`src/rtl/ps2_pkg.sv`:
```
// Shared constants and types for the PS/2 keyboard receiver.
// Holds the scan-code constants, the frame length and the tracker state type.
// Imported by ps2_fifo and ps2_kbd_rx.
package ps2_pkg;

  localparam logic [7:0] BREAK_CODE = 8'hF0;
  localparam logic [7:0] EXT_CODE   = 8'hE0;
  localparam int         FRAME_BITS = 11;

  typedef enum logic {
    IDLE  = 1'b0,
    BREAK = 1'b1
  } trk_state_e;

endpackage

```
`src/rtl/ps2_fifo.sv`:
```
// Synchronous FIFO for received scan codes.
// Latency: a push is visible on head_dat/empty one cycle later; head_dat is 0 when empty.
// Backpressure: push while full is dropped (full is judged before any same-cycle pop);
//   pop while empty is ignored.
// Ports: clk/rst, push/push_dat (write side), pop (read side),
//   head_dat (current head), full, empty.
module ps2_fifo #(
  parameter int DEPTH = 8,
  parameter int DW    = 8
) (
  input  logic          clk,
  input  logic          rst,
  input  logic          push,
  input  logic [DW-1:0] push_dat,
  input  logic          pop,
  output logic [DW-1:0] head_dat,
  output logic          full,
  output logic          empty
);

  localparam int AW = $clog2(DEPTH);

  // One extra pointer bit distinguishes full from empty when the indices match.
  logic [AW:0]   wr_ptr_q, wr_ptr_d;
  logic [AW:0]   rd_ptr_q, rd_ptr_d;
  logic [DW-1:0] mem_q [DEPTH];
  logic          do_wr;
  logic          do_rd;

  always_comb begin
    empty    = (wr_ptr_q == rd_ptr_q);
    full     = (wr_ptr_q[AW] != rd_ptr_q[AW]) &&
               (wr_ptr_q[AW-1:0] == rd_ptr_q[AW-1:0]);
    do_wr    = push && !full;
    do_rd    = pop && !empty;
    wr_ptr_d = do_wr ? wr_ptr_q + (AW+1)'(1) : wr_ptr_q;
    rd_ptr_d = do_rd ? rd_ptr_q + (AW+1)'(1) : rd_ptr_q;
    head_dat = empty ? '0 : mem_q[rd_ptr_q[AW-1:0]];
  end

  always_ff @(posedge clk or posedge rst) begin
    if (rst) begin
      wr_ptr_q <= '0;
      rd_ptr_q <= '0;
    end else begin
      wr_ptr_q <= wr_ptr_d;
      rd_ptr_q <= rd_ptr_d;
    end
  end

  // Storage needs no reset: entries are only visible between the pointers.
  always_ff @(posedge clk) begin
    if (do_wr) begin
      mem_q[wr_ptr_q[AW-1:0]] <= push_dat;
    end
  end

endmodule

```
`src/rtl/ps2_kbd_rx.sv`:
```
// PS/2 keyboard receiver: deserialises frames, buffers scan codes, tracks the held key.
// Latency: push one cycle after the completing falling edge; data/valid and tracker
//   outputs update one cycle after that.
// Backpressure: none toward the keyboard; frames arriving while the FIFO is full are
//   dropped and set sticky overflow (the tracker still sees them).
// Ports: clk/rst (async active-high), ps2_clk/ps2_data (async keyboard pins),
//   rd_en (pop), data/valid (FIFO head), overflow, cur_code/key_pressed/key_cnt (tracker).
// Build option: define PS2_PARITY_CHECK_EN to also require odd parity over bits 1-9.
module ps2_kbd_rx
  import ps2_pkg::*;
#(
  parameter int FIFO_DEPTH  = 8,
  parameter int SYNC_STAGES = 3
) (
  input  logic       clk,
  input  logic       rst,
  input  logic       ps2_clk,
  input  logic       ps2_data,
  input  logic       rd_en,
  output logic [7:0] data,
  output logic       valid,
  output logic       overflow,
  output logic [7:0] cur_code,
  output logic       key_pressed,
  output logic [7:0] key_cnt
);

  // Synchronisers: index 0 is the newest stage.
  logic [SYNC_STAGES-1:0] clk_sync_q, clk_sync_d;
  logic [SYNC_STAGES-1:0] dat_sync_q, dat_sync_d;

  // Frame assembly: shift_q holds bits already received, bit 0 at the LSB after 10 shifts.
  logic [3:0]  bit_cnt_q, bit_cnt_d;
  logic [9:0]  shift_q, shift_d;
  logic [10:0] frame;
  logic        fall_edge;
  logic        frame_done;
  logic        frame_ok;
  logic        acc_q, acc_d;
  logic [7:0]  code_q, code_d;

  // Tracker and status.
  trk_state_e  state_q, state_d;
  logic [7:0]  cur_code_q, cur_code_d;
  logic        key_pressed_q, key_pressed_d;
  logic [7:0]  key_cnt_q, key_cnt_d;
  logic        overflow_q, overflow_d;

  logic        fifo_full;
  logic        fifo_empty;

`ifndef PS2_PARITY_CHECK_EN
  logic        parity_unused;
  assign parity_unused = frame[9];
`endif

  always_comb begin
    clk_sync_d = {clk_sync_q[SYNC_STAGES-2:0], ps2_clk};
    dat_sync_d = {dat_sync_q[SYNC_STAGES-2:0], ps2_data};

    fall_edge  = clk_sync_q[SYNC_STAGES-1] & ~clk_sync_q[SYNC_STAGES-2];
    // Data is sampled from the oldest stage; it is stable across the falling edge.
    frame      = {dat_sync_q[SYNC_STAGES-1], shift_q};
    frame_done = fall_edge && (bit_cnt_q == 4'(FRAME_BITS - 1));

`ifdef PS2_PARITY_CHECK_EN
    frame_ok   = ~frame[0] & frame[10] & (^frame[9:1]);
`else
    frame_ok   = ~frame[0] & frame[10];
`endif

    shift_d   = shift_q;
    bit_cnt_d = bit_cnt_q;
    if (fall_edge) begin
      shift_d   = frame[10:1];
      bit_cnt_d = frame_done ? 4'd0 : bit_cnt_q + 4'd1;
    end

    acc_d  = frame_done && frame_ok;
    code_d = frame_done ? frame[8:1] : code_q;

    overflow_d = overflow_q | (acc_q & fifo_full);

    state_d       = state_q;
    cur_code_d    = cur_code_q;
    key_pressed_d = key_pressed_q;
    key_cnt_d     = key_cnt_q;
    if (acc_q) begin
      case (state_q)
        IDLE: begin
          if (code_q == BREAK_CODE) begin
            state_d = BREAK;
          end else if (code_q == EXT_CODE) begin
            state_d = IDLE;
          end else if (!key_pressed_q || (code_q != cur_code_q)) begin
            cur_code_d    = code_q;
            key_pressed_d = 1'b1;
            key_cnt_d     = key_cnt_q + 8'd1;
          end
        end
        BREAK: begin
          cur_code_d    = 8'h00;
          key_pressed_d = 1'b0;
          state_d       = IDLE;
        end
        default: state_d = IDLE;
      endcase
    end
  end

  always_ff @(posedge clk or posedge rst) begin
    if (rst) begin
      clk_sync_q    <= '1;
      dat_sync_q    <= '1;
      bit_cnt_q     <= '0;
      shift_q       <= '0;
      acc_q         <= 1'b0;
      code_q        <= '0;
      overflow_q    <= 1'b0;
      state_q       <= IDLE;
      cur_code_q    <= '0;
      key_pressed_q <= 1'b0;
      key_cnt_q     <= '0;
    end else begin
      clk_sync_q    <= clk_sync_d;
      dat_sync_q    <= dat_sync_d;
      bit_cnt_q     <= bit_cnt_d;
      shift_q       <= shift_d;
      acc_q         <= acc_d;
      code_q        <= code_d;
      overflow_q    <= overflow_d;
      state_q       <= state_d;
      cur_code_q    <= cur_code_d;
      key_pressed_q <= key_pressed_d;
      key_cnt_q     <= key_cnt_d;
    end
  end

  ps2_fifo #(
    .DEPTH (FIFO_DEPTH),
    .DW    (8)
  ) u_fifo (
    .clk      (clk),
    .rst      (rst),
    .push     (acc_q),
    .push_dat (code_q),
    .pop      (rd_en),
    .head_dat (data),
    .full     (fifo_full),
    .empty    (fifo_empty)
  );

  assign valid       = ~fifo_empty;
  assign overflow    = overflow_q;
  assign cur_code    = cur_code_q;
  assign key_pressed = key_pressed_q;
  assign key_cnt     = key_cnt_q;

endmodule

```
`config.mk`:
```
export PLATFORM = sky130hd
export DESIGN_NAME = ps2_kbd_rx
export DESIGN_NICKNAME = d
export VERILOG_FILES = /design/src/rtl/ps2_pkg.sv /design/src/rtl/ps2_fifo.sv /design/src/rtl/ps2_kbd_rx.sv
export SDC_FILE = /design/constraint.sdc
export NUM_CORES = 1
export LEC_CHECK = 0
export BUFFER_PORTS_ARGS = -buffer_cell sky130_fd_sc_hd__buf_2
export CORE_MARGIN = 8
export CORE_UTILIZATION = 63
export CTS_BUF_LIST = sky130_fd_sc_hd__clkbuf_8
export CTS_CLUSTER_DIAMETER = 100
export DETAILED_ROUTE_END_ITERATION = 16
export HOLD_SLACK_MARGIN = 0.08
export PLACE_DENSITY = 0.82
export SLEW_MARGIN = 20
export SYNTH_ARGS = -nofsm -noshare
export SYNTH_HDL_FRONTEND = slang
export SYNTH_HIERARCHICAL = 1
export SYNTH_SLANG_ARGS = --single-unit
```
`constraint.sdc`:
```
create_clock -name clk -period 2.9 [get_ports clk]
set_input_delay 0.87 -clock clk [delete_from_list [all_inputs] [get_ports clk]]
set_output_delay 0.87 -clock clk [all_outputs]
set_load 0.01 [all_outputs]
```
==> results of run 1 <==
-- registers in the layout, summed over array words and instances, names as in the netlist, 3 cells and up --
signal,cells
u_fifo/wr_ptr_q,4
bit_cnt_q,4
cur_code,8
u_fifo/mem_q,64
clk_sync_q,3
key_cnt,8
shift_q,10
dat_sync_q,3
code_q,8
u_fifo/rd_ptr_q,4
-- power by group through the flow --
stage | clock network, mW | logic, mW | registers, mW
CTS | 1.53 | 1.70 | 2.36
global placement | 0 | 1.55 | 2.39
finish | 1.50 | 1.71 | 2.38
floorplan | 0 | 1.27 | 2.24
detailed placement | 0 | 1.59 | 2.41
global route | 1.60 | 1.85 | 2.41
-- critical path: cells and delay by family, from the launching register on --
family	cells	cell delay [ps]
xor gates and xnor gates	1	350
buffers and inverters	2	330
DFF	1	540
and+or+nand+nor	2	300
-- what timing repair did --
item | in CTS | in global routing
resized for setup | 4 | 3
hold buffers | 0 | 0
endpoints found under the hold margin | 0 | 0
buffers inserted | 3 | 0
pin swaps | 1 | 0
setup endpoints to repair | 9 | 8
-- routing by layer --
| layer | up-vias | GRT usage |
|---|---|---|
| li1 | 1516 | - |
| met1 | 1622 | 0.241 |
| met2 | 143 | 0.308 |
| met3 | 20 | 0.0617 |
| met4 | 0 | 0.0833 |
| met5 | - | 0 |
-- final cells by class --
class	instances	area (µm²)
flip-flops and latches	120	3340
fillers	515	2100
multi-input cells	240	1820
repair buffers	47	313
clock buffers	17	234
clock inverters	15	168
well taps	105	131
inverters	7	26.3
-- cells by family (layout without fill, tap and decap cells) --
group           count (synthesis)  in the layout  share of synthesized area
buf+inv                        27             86                     0.0255
flops                         120            120                      0.634
mux                            44             44                     0.0881
compound gates                 39             39                     0.0652
simple gates                  125            125                      0.125
fa+ha+maj                       5              5                     0.0119
xor+xnor                       27             27                     0.0507
-- cell usage in the layout (no fill, tap or decap), types with 10 or more instances in the layout --
cell	instances
a22oi_1	16
buf_2	31
buf_4	13
clkbuf_8	17
dfrtp_1	48
edfxtp_1	64
mux2_2	10
mux2i_1	32
nand2_1	43
nand2b_1	10
nand3_1	22
nand4_1	12
xnor2_1	16
-- per-stage QoR --
step                std cells  hold WS, ps  setup WS, ps
floorplan                 387          345           602
global placement          516          346           456
detailed placement        516          347           316
CTS                       551          359          2.81
global route              551          366          10.2
finish                    551          357          79.9
-- how the worst max path moves through the flow --
stage | endpoint | cells after the start
3_3_place_gp | data[4] | 4
4_1_cts | data[6] | 4
2_1_floorplan | u_fifo/mem_q[4][0] | 4
6_report | data[2] | 5
5_1_grt | data[2] | 5
3_5_place_dp | data[2] | 4
==> run_results.csv, run 1 <==
group,metric,value,unit
logic_synthesis,synth_cell_type_count,50,
logic_synthesis,post_synthesis_sequential_area_ratio,0.634,
global_routing,largest_net_degree_at_the_start_of_global_routing,26,
clock_network,cts-root-buf,"clkbuf_8",
layout,layout-area-overhead-vs-synth,14.8,%
place,port_buffers,31,
die,design.core.area,8130,µm²
layout,non_filler_cell_area_final,6030,µm²
drt,detail_route.first_pass.iterations,5,
timing,clock_skew,11.4,ps
pwr,power_frac_clock,0.269,
timing,timing.final.setup_violations,0,
logic_synthesis,number_of_enable_type_register_cells_in_the_synthesized_netlist,64,
timing,slew-limit-headroom,0.517,
drt,routed_wire_length_per_instance,19.1,µm
clock_network,tritoncts,"built",
critical_path,worst-endpoint-arrival,1950,ps
logic_synthesis,ys_warn_count,6,
flow_run,timing.max_cap.violations,0,
global_routing,grt_pass1_wl,17100,µm
clock_network,clock_tree.htree_level_count,4,
drt,antenna_nets_post_route,0,
pwr,power.ir.vdd_worst,0.597,mV
die,placementRows,33,
global_routing,initial_antenna_violation_count,0,
layout,layout-drive-gt1-share,0.260,
pwr,power.internal,3.60,mW
logic_synthesis,ys_async_sr_fraction,0.467,
pwr,power.density,928,nW/µm²
timing,timing.final.max_slew_violations,0,
logic_synthesis,synthesis.area_per_instance,13.6,µm²
critical_path,critPathCaptureType,"output port",
critical_path,timing.critical_path.cells,"xnor2_2 > nand4_1 > buf_4 > and3_1 > buf_2",
logic_synthesis,post_synth_instance_area,5260,µm²
drt,vias,3301,
critical_path,crit_path_start,"u_fifo/rd_ptr_q[1]",
clock_network,cts_made_buffers,17,
global_routing,number_of_global_route_vias_before_repair,3331,
critical_path,r2r_cells,4,
pwr,p_sw_frac,0.357,
critical_path,worst-path-max-fanout,9,
critical_path,rrSetupSlack,690,ps
critical_path,setup.worst_path.start_class,"flip-flop",
logic_synthesis,synth_top_flop_cell,"edfxtp_1",
logic_synthesis,synth_fp_nets,397,
pwr,power.share.combinational,0.306,
die,floorplan.die_area,11500,µm²
logic_synthesis,yosys-top-cells-area,"edfxtp_1 37%, dfrtp_1 24%, mux2i_1 6.1%",
logic_synthesis,synth_common_cells,"64 x edfxtp_1, 50 x dfrtp_1, 43 x nand2_1",
logic_synthesis,synth_most_common_cell,"edfxtp_1",
timing,fin_crit_sh,0.972,
drt,detail_route.wirelength,10500,µm
drt,detailedRoute.firstIterationViolations,220,
clock_network,clock_tree.buffer_depth,2,
critical_path,timing.critical_path.slowest_stage_cell,"dfrtp_1",
global_routing,grt_remaining_overflow,0,
clock_network,cts_sinks,120,
critical_path,reg2reg_from,"u_fifo/rd_ptr_q[0]",
timing,setup_repair_after_global_routing_missed_its_margin,"false",
drt,routed-wl-met2,5310,µm
timing,layout_min_cycle_time,2820,ps
pwr,switchingPower,2.00,mW
place,gp_routability_congestion,0.829,
hold_path,hold_path_startpoint,"dat_sync_q[0]",
drt,number_of_drc_violations_after_detailed_routing,0,
logic_synthesis,post_synthesis_register_bit_count,120,
drt,avgViaCountPerCell,5.99,
clock_network,clk_latency,430,ps
pwr,p_seq_frac,0.425,
critical_path,critical_path.max_stage_delay,540,ps
drt,top_signal_layer_used,"met4",
place,dp.final_hpwl,6680,µm
die,floorplan.initialDensity,0.646,
critical_path,required,2030,ps
layout,layout.nets,443,
hold_path,hold_class,"reg2reg",
logic_synthesis,post-synth-top-area-fraction,0.366,
pwr,power,5.60,mW
logic_synthesis,synthDominantAreaCellType,"edfxtp_1",
critical_path,regToRegEndpoint,"u_fifo/mem_q[3][5]",
global_routing,grt_util_all_layers,0.194,
status,outcome,"finished, final reports clean",
pwr,static-leakage-power,2.56,nW
clock_network,clk_pin_slew_worst_setup_hold_paths,80,ps
layout,num_antenna_cells,0,
timing,maxClockFrequency,355,MHz
timing,timing.setup.tns,0,ps
die,die_width,107,µm
hold_path,hold_path_end,"dat_sync_q[1]",
timing,worst-slew-pin-transition,721,ps
drt,wl_met1,4280,µm
place,post_dp_cell_area,5560,µm²
drt,routed-wl-met3,768,µm
die,top_level_ports,32,
die,die_y,107,µm
critical_path,timing_worst_setup_path_type,"reg2out",
timing,final_hold_viol_count,0,
logic_synthesis,postSynthCellCount,387,
layout,final_core_utilization,0.742,
hold_path,hold-path-cell-count,0,
Power figures use the tool's default switching activity.
==> inputs of run 2 (changes only) <==
Settings changed: CORE_UTILIZATION 63 to 45, PLACE_DENSITY 0.82 to default.
==> run_results.csv, run 2 (synthesis gave the netlist of run 1 again) <==
group,metric,value,unit
timing,final_hold_viol_count,0,
layout,largest_reg_flops,64,
critical_path,critical-path-top-delay-family,"flip-flops",
die,placementRows,39,
layout,most_common_cell_after_layout_fill_and_taps_aside,"edfxtp_1",
drt,detailedRoute.firstIterationViolations,195,
layout,most_used_cells_in_the_layout_excluding_fill_and_tap_cells,"64 x edfxtp_1, 49 x dfrtp_1, 43 x nand2_1",
layout,layout-drive-gt1-share,0.241,
timing,slew-limit-headroom,0.380,
timing,worst_slack,110,ps
status,outcome,"finished, final reports clean",
clock_network,cts_hold_buf,0,
global_routing,grt_remaining_overflow,0,
die,floorplan.die_area,15400,µm²
clock_network,clk_pin_slew_worst_setup_hold_paths,70,ps
die,die_y,124,µm
timing,timing.setup.tns,0,ps
global_routing,grt_pass1_wl,17000,µm
drt,routed_wire_length_per_instance,17.5,µm
layout,final_core_utilization,0.528,
layout,num_antenna_cells,0,
die,floorplan.initialDensity,0.460,
place,post-place-cells,558,
pwr,power.ir.vdd_worst,0.530,mV
timing,timing.final.setup_violations,0,
clock_network,cts-root-buf,"clkbuf_8",
critical_path,timing_worst_setup_path_type,"reg2out",
drt,number_of_drc_violations_after_detailed_routing,0,
critical_path,critical_path.max_stage_delay,450,ps
place,pre_cts_ws,280,ps
drt,avgViaCountPerCell,5.41,
critical_path,critPathCaptureType,"output port",
timing,clock_skew,10.1,ps
layout,layout-area-overhead-vs-synth,14.7,%
global_routing,initial_antenna_violation_count,0,
place,gp_routability_congestion,0.784,
drt,detail_route.first_pass.iterations,4,
drt,detail_route.wirelength,10400,µm
place,port_buffers,31,
timing,setup_repair_after_global_routing_missed_its_margin,"false",
critical_path,setup.worst_path.start_class,"flip-flop",
critical_path,path_buf_inv,2,
global_routing,grt_util_all_layers,0.146,
timing,worst-slew-pin-transition,926,ps
clock_network,cts_made_buffers,17,
flow_run,timing.max_cap.violations,0,
critical_path,required,2030,ps
pwr,power.density,911,nW/µm²
drt,antenna_nets_post_route,0,
timing,maxClockFrequency,358,MHz
pwr,static-leakage-power,2.57,nW
die,die_width,124,µm
critical_path,timing.critical_path.cells,"xnor2_2 > nand4_1 > buf_4 > and3_1 > buf_2",
clock_network,clk_latency,420,ps
timing,fin_crit_sh,0.962,
clock_network,clock_tree.buffer_depth,2,
layout,fin_cells,591,
critical_path,worst-endpoint-arrival,1920,ps
timing,timing.final.max_slew_violations,0,
timing,layout_min_cycle_time,2790,ps
drt,vias,3198,
clock_network,tritoncts,"built",
layout,layout.nets,445,
die,top_level_ports,32,
clock_network,cts_sinks,120,
hold_path,hold_class,"reg2reg",
critical_path,timing.critical_path.slowest_stage_cell,"dfrtp_1",
place,dp.final_hpwl,6840,µm
global_routing,number_of_global_route_vias_before_repair,3307,
global_routing,largest_net_degree_at_the_start_of_global_routing,49,
clock_network,clock_tree.htree_level_count,4,
critical_path,worst-path-max-fanout,9,
die,design.core.area,11400,µm²
-- run 2: cell count changes in the layout (fill, tap and decap cells not counted), moves of 2 or more --
cell        previous run  this run
buf_4                 13        16
clkinv_2               2         4
clkinvlp_4             3         0
inv_1                  5        11
inv_6                  4         0
inv_8                  2         0
-- run 2: cell type report --
| type | instances | area, µm² |
|---|---|---|
| Sequential cell | 120 | 3330 |
| Inverter | 7 | 26.3 |
| Fill cell | 975 | 5390 |
| Timing Repair Buffer | 49 | 315 |
| Tap cell | 143 | 179 |
| Clock inverter | 15 | 148 |
| Clock buffer | 17 | 234 |
| Multi-Input combinational cell | 240 | 1790 |
-- run 2: final timing paths --
path,start,to,slack (ps),cells after the start
max,u_fifo/wr_ptr_q[3],data[5],110,5
min,dat_sync_q[0],dat_sync_q[1],350,0
max reg2reg,u_fifo/wr_ptr_q[1],u_fifo/mem_q[3][7],580,3
min reg2reg,dat_sync_q[0],dat_sync_q[1],350,0
max in group asynchronous,rst,dat_sync_q[0],2150,3
min in group asynchronous,rst,u_fifo/rd_ptr_q[2],420,2
-- run 2: power by group --
group / switching (mW) / internal [mW]
combinational: 0.913 / 0.751
clock: 0.632 / 0.825
sequential: 0.332 / 2.04
-- run 2: timing repair --
| action | 4_1_cts | 5_1_grt |
|---|---|---|
| buffers inserted | 1 | 0 |
| pin swaps | 1 | 0 |
| endpoints found under the setup margin | 9 | 1 |
| gates resized for setup | 0 | 1 |
-- run 2: metrics by stage --
stage / area (µm²) / hold WS [ps] / total power, mW
after global routing: 6030 / 361 / 5.80
after floorplan: 5260 / 345 / 3.51
after detailed placement: 5640 / 351 / 4.07
after global placement: 5640 / 346 / 4.02
after CTS: 6020 / 355 / 5.55
final: 6030 / 354 / 5.49
-- run 2: layer usage --
metal / track usage / share of wire
met5: 0 / 0
met4: 0.0528 / 0.012
met3: 0.0490 / 0.049
met2: 0.233 / 0.49
met1: 0.183 / 0.45
